$ cat src/rtl/ds_dac.sv
// First-order delta-sigma DAC: emits exactly "code" ones per 2^WIDTH-clock frame,
// with a double-buffered code that only switches on frame boundaries.
module ds_dac #(
  parameter int WIDTH = 10
) (
  input  logic             i_clk,
  input  logic             i_res_n,
  input  logic             i_dac_en,
  input  logic [WIDTH-1:0] i_dac_val,
  input  logic             i_dac_load,
  output logic             o_dac_out,
  output logic [WIDTH-1:0] o_dac_cur,
  output logic             o_dac_pend,
  output logic             o_dac_frame
);

  logic [WIDTH-1:0] cnt_q, cnt_d;
  logic [WIDTH-1:0] acc_q, acc_d;
  logic [WIDTH-1:0] pend_q, pend_d;
  logic [WIDTH-1:0] cur_q, cur_d;
  logic             pend_vld_q, pend_vld_d;
  logic             out_q, out_d;
  logic             frame_q, frame_d;
  logic [WIDTH:0]   sum;
  logic             frame_end;

  always_comb begin
    cnt_d      = cnt_q;
    acc_d      = acc_q;
    pend_d     = pend_q;
    cur_d      = cur_q;
    pend_vld_d = pend_vld_q;
    out_d      = out_q;
    frame_d    = frame_q;
    sum        = {1'b0, acc_q} + {1'b0, cur_q};
    frame_end  = (cnt_q == '1);

    if (i_dac_en) begin
      out_d = sum[WIDTH];
      cnt_d = cnt_q + 1'b1;
      if (frame_end) begin
        // Clearing acc keeps every frame independent of any code change.
        acc_d   = '0;
        frame_d = 1'b1;
        if (pend_vld_q) begin
          cur_d      = pend_q;
          pend_vld_d = 1'b0;
        end
      end else begin
        acc_d   = sum[WIDTH-1:0];
        frame_d = 1'b0;
      end
      // A load on the boundary edge lands in the buffer after the swap above.
      if (i_dac_load) begin
        pend_d     = i_dac_val;
        pend_vld_d = 1'b1;
      end
    end else begin
      cnt_d      = '0;
      acc_d      = '0;
      out_d      = 1'b0;
      frame_d    = 1'b0;
      pend_vld_d = 1'b0;
      if (i_dac_load) begin
        cur_d = i_dac_val;
      end
    end
  end

  always_ff @(posedge i_clk or negedge i_res_n) begin
    if (!i_res_n) begin
      cnt_q      <= '0;
      acc_q      <= '0;
      pend_q     <= '0;
      cur_q      <= '0;
      pend_vld_q <= 1'b0;
      out_q      <= 1'b0;
      frame_q    <= 1'b0;
    end else begin
      cnt_q      <= cnt_d;
      acc_q      <= acc_d;
      pend_q     <= pend_d;
      cur_q      <= cur_d;
      pend_vld_q <= pend_vld_d;
      out_q      <= out_d;
      frame_q    <= frame_d;
    end
  end

  assign o_dac_out   = out_q;
  assign o_dac_cur   = cur_q;
  assign o_dac_pend  = pend_vld_q;
  assign o_dac_frame = frame_q;

endmodule

$ cat config.mk
export PLATFORM = sky130hd
export DESIGN_NAME = ds_dac
export DESIGN_NICKNAME = d
export VERILOG_FILES = /design/src/rtl/ds_dac.sv
export SDC_FILE = /design/constraint.sdc
export NUM_CORES = 1
export LEC_CHECK = 0
export BUFFER_PORTS_ARGS = -buffer_cell sky130_fd_sc_hd__clkbuf_2
export CAP_MARGIN = 15
export CORE_UTILIZATION = 35
export CTS_CLUSTER_DIAMETER = 50
export CTS_CLUSTER_SIZE = 10
export DETAILED_ROUTE_END_ITERATION = 10
export MAX_ROUTING_LAYER = met4
export PLACE_DENSITY = 0.64
export SLEW_MARGIN = 20
export SYNTH_ARGS = -nofsm -noshare
export SYNTH_HDL_FRONTEND = slang
export SYNTH_SLANG_ARGS = --single-unit
$ cat constraint.sdc
create_clock -name i_clk -period 4 [get_ports i_clk]
set_input_delay 0.6 -clock i_clk [delete_from_list [all_inputs] [get_ports i_clk]]
set_output_delay 0.6 -clock i_clk [all_outputs]
set_load 0.05 [all_outputs]
======== After elaboration in Yosys (flattened, before gate mapping) ========
Index checks and enable logic that the tools add are counted.
cells by class
  $add $sub $neg .......................... 2
  equal/unequal tests ..................... 4
  muxes and demuxes ....................... 13
  reduce and logical (&&, ||, !) cells .... 3
operators with widths
  kind                   number
  $mux 10                7
  $add 10x10->11         1
  $add 10x1->10 const B  1
  $eq 10x10->1 const B   1
  $mux 1                 6
  $ne 2x1->1 const B     2
  $ne 3x1->1 const B     1
  $reduce_and 3->1       1
  $reduce_and 2->1       1
  $reduce_bool 2->1      1
word-level totals
  register bits after elaboration ......... 43
  logic and storage cells ................. 29

======== Longest topological paths before layout ========
  depth after elaboration ................. 4
  depth in mapped cells ................... 8

======== Least setup slack after synthesis ========
OpenSTA, ideal clock, no wires.
  kind .................................... register -> register
  start point ............................. reg cur_q[0], in the netlist o_dac_cur[0]
  end point ............................... reg acc_q[8]
  arrival ................................. 2.104 ns
  data required time ...................... 3.877 ns
  setup slack ............................. 1.772 ns
  cell stages (with the launch flop) ...... 9
  path buffers ............................ 0
  clock period less this slack ............ 2.228 ns
  path through ............................ dfrtp_1 > ha_1 > inv_1 > fa_1 > nor2b_1 > o21ai_0 > a211oi_1 > o21a_1 > nor3_1
between the ends
  cells in the longest elaborated chain, start to end .. 3
RTL lines
  what                    line  source
  from (decl)             20    logic [WIDTH-1:0] cur_q, cur_d;
  from (signal assigned)  83    cur_q <= cur_d;
  $add 10x10->11          35    sum = {1'b0, acc_q} + {1'b0, cur_q};
  $mux 10                 41    if (frame_end) begin
  $mux 10                 38    if (i_dac_en) begin
  net acc_d[8]            18    logic [WIDTH-1:0] acc_q, acc_d;
  to (signal assigned)    73    acc_q <= '0;
  to (signal assigned)    81    acc_q <= acc_d;
  to (decl)               18
The timed path passes the listed nets, and every way through them passes these cells.
A chain may end at the register's enable or synchronous reset.

======== Final worst setup path ========
  start point ............................. reg cur_q[0], in the netlist o_dac_cur[0]
  end point ............................... reg out_q, in the netlist o_dac_out
between the ends
  cells in the longest elaborated chain, start to end .. 2
RTL lines
  what                  line  source
  $add 10x10->11        35
  $mux 1                38
  net out_d             22    logic out_q, out_d;
  to (signal assigned)  85    out_q <= out_d;
  to (decl)             22
The timed path passes the listed nets, and every way through them passes these cells.

==> results.md <==
- Critical path cell sequence: ha_1 > inv_1 > fa_1 > nor2b_1 > o21ai_0 > a211oi_1 > o2111ai_1 > nand3_1
- Number of synthesized flops with an enable pin: 0
- Fin crit share: between 50% and 60%
- CTS Buffer Depth: 2
- Crit start category: register
- Antenna Nets Post-Route: 0
- Static leakage: ~0.0012 uW
- Post-DP HPWL: 2700 um
- Residual DRC: 0
- Worst-Margin Slew: between 0.6 and 0.7 ns
- Relative slew slack: 56.37%
- GR Overflow Total: 0
- Dpl cell area: around 2300 um^2
- CTS Hold Bufs: 0
- Launching point of the worst reg2reg path: o_dac_cur[0]
- Distinct cell type count after synthesis: 40
- Outcome: finished, final reports clean
- CTS buffer count: 5
- Synth Flop Type: dfrtp_1
- Iteration-0 DRC Markers: 54
- FF+latch count, synth: 43
- Cts repair resizes: 0
- GRT Resource Usage Total: between 10% and 20%
- Largest net degree at the start of global routing: 44
- Ports: 27
- Syn_nets: 220
- Syn-to-layout area delta: 13.05%
- Final setup fails: 0
- Die X-Extent: 80.16 um
- Final Slew Violations: 0
- Starting Density: 36.12%
- Routability Congestion: 0.7510
- WS Path Type: reg2reg
- NumNets Final: about 250
- RSZ-0062 raised after global routing: false
- Vias post-DR: about 1400
- Final Hold Viols: 0
- Clk sinks: between 40 and 50
- Final wirelength: about 3800 um
- Clock transition at path regs: roughly 0.08 ns
- Sequential area share after synthesis: between 50 and 60%
- Layout cell share with drive strength beyond 1: around 22%
- Slowest CP cell: a211oi_1
- Worst hold path type: in2async
- Initial antenna violation count: 0
- I/O Buffers: 26
- Crit-path max cell delay: 0.39 ns
- Post-synthesis cell area: 2138 um^2
- Period minus WS final: 2.105 ns
- Post-Syn Area per Cell: roughly 11 um^2
- Final Instance Area: 2417 um^2
- Clock root cell: clkbuf_8
- Pwr/cell area: around 560 nW/um^2
- First drt pass iteration count: 4
- Max_cap viols: 0
- FF-to-FF path depth: 8
- CTS tree: yes
- Worst path required time: roughly 4.2 ns
- Wire per inst: approximately 13 um
- Arrival time worst endpoint: roughly 2.3 ns
- Async SR Flop Fraction: 100.0%
- IR Drop Worst-Case VDD: 224.3 uV
- Yosys warning count: 0
- Worst Skew: 0.01031 ns
- Setup TNS: 0 ns
- H-tree Lvls: 2
- Reg2reg setup slack: around 1.9 ns
- Number of global-route vias before repair: 1332
- Die area: roughly 6400 um^2
- RR Endpoint: o_dac_out
- Clock Latency Late Sink: about 0.29 ns
- Chip Height: 80.16 um
- Mapped Cells: a little under 200
- Crit-path max FO: 3
- Vias per Instance: 4.760
- CP endpoint kind: register
- Postcts setup bufs: 0
- Row Count: 28
- First-pass GRT wire length: 6106 um
- Fmax: about 0.48 GHz
- ANT cells: 0
- Core area: between 5000 and 6000 um^2
[critical path, delay by kind of cell, from the launching register on]
| kind | cells | cell delay [ns] |
|---|---|---|
| DFF | 1 | 0.38 |
| AOI/OAI and AO/OA | 3 | 0.72 |
| buffers and inverters | 1 | 0.06 |
| and+or+nand+nor | 2 | 0.28 |
| adders and majority gates | 2 | 0.58 |
[registers in the layout, summed over array words and instances, names as in the netlist]
| register | count |
|---|---|
| acc_q | 10 |
| o_dac_cur | 10 |
| pend_q | 10 |
| cnt_q | 10 |
| o_dac_pend | 1 |
| o_dac_out | 1 |
| o_dac_frame | 1 |
[cells in the final DEF (no fill, tap or decap), types with 2 or more instances in the layout]
cell type  instances
dfrtp_1           43
clkbuf_2          25
nor2_1            16
a21oi_1           14
ha_1              11
mux2_2            10
mux2i_1           10
and2_1             9
nand2_1            9
o21ai_0            7
inv_1              6
nor3_1             6
clkbuf_8           6
nand3_1            5
xor2_1             5
xnor2_1            4
nor2b_1            4
a21boi_0           3
a211oi_1           3
or3_1              2
and3_1             2
o21a_1             2
[logic make-up (layout without fill, tap and decap cells)]
| logic type | after synthesis | in the layout | share of synthesized area, % |
|---|---|---|---|
| compound gates | 36 | 36 | 10.18 |
| xor+xnor | 9 | 9 | 3.686 |
| fa+ha+maj | 12 | 12 | 7.373 |
| buf+inv | 13 | 40 | 3.043 |
| flops | 43 | 43 | 50.32 |
| mux | 20 | 20 | 9.948 |
| simple gates | 61 | 61 | 15.45 |
[worst max-delay path by stage]
stage,slack (ns),end,cells after the start,from
final,1.90,o_dac_out,8,o_dac_cur[0]
after global routing,1.69,acc_q[8],8,o_dac_cur[0]
after CTS,1.86,o_dac_out,8,o_dac_cur[0]
after detailed placement,1.89,pend_q[9],3,i_dac_en
after global placement,1.92,o_dac_out,8,o_dac_cur[0]
after floorplan,1.77,acc_q[8],8,o_dac_cur[0]
[layer usage]
metal / vias to the layer above / routed length, um / GRT usage [%]
li1: 728 / - / -
met1: 658 / 1895 / 16.58
met5: - / 0 / -
met4: 0 / 61 / 4.821
met2: 17 / 1711 / 19.74
met3: 6 / 92 / 3.182
[metrics by stage]
stage / cells / hold slack [ns] / total power [uW] / worst slack, ns / utilization, %
after floorplan: 194 / 0.3044 / 962.4 / 1.772 / -
after global placement: 288 / 0.4536 / 1059 / 1.923 / 39.18
after detailed placement: 288 / 0.4573 / 1074 / 1.894 / 39.18
after CTS: 296 / 0.4696 / 1366 / 1.861 / 40.79
after global routing: 296 / 0.3295 / 1450 / 1.690 / 40.83
final: 296 / 0.2866 / 1349 / 1.895 / 40.83
[Yosys cell counts, types with 2 or more instances]
library cell	instances	area share [%]
a211oi_1	3	1.1
a21boi_0	3	1.1
a21oi_1	14	3.3
and2_1	9	2.6
and3_1	2	0.59
buf_2	4	0.94
dfrtp_1	43	50
ha_1	11	6.4
inv_1	6	1.1
mux2_2	10	5.3
mux2i_1	10	4.7
nand2_1	9	1.6
nand3_1	5	1.2
nor2_1	16	2.8
nor2b_1	4	1.2
nor3_1	6	1.4
o21a_1	2	0.70
o21ai_0	7	1.6
or3_1	2	0.59
xnor2_1	4	1.6
xor2_1	5	2.0
[layout make-up]
cell class,instances,area [um^2]
well taps,75,93.84
multi-input cells,138,997.2
clock inverters,1,8.758
clock buffers,7,86.33
inverters,6,22.52
repair buffers,26,132.6
flip-flops and latches,43,1076
fillers,580,3503
[power breakdown]
group | internal, uW | switching [uW]
clock | 141 | 143
combinational | 195 | 312
sequential | 514 | 42.9
total | 851 | 498
(Power assumes the default switching activity.)
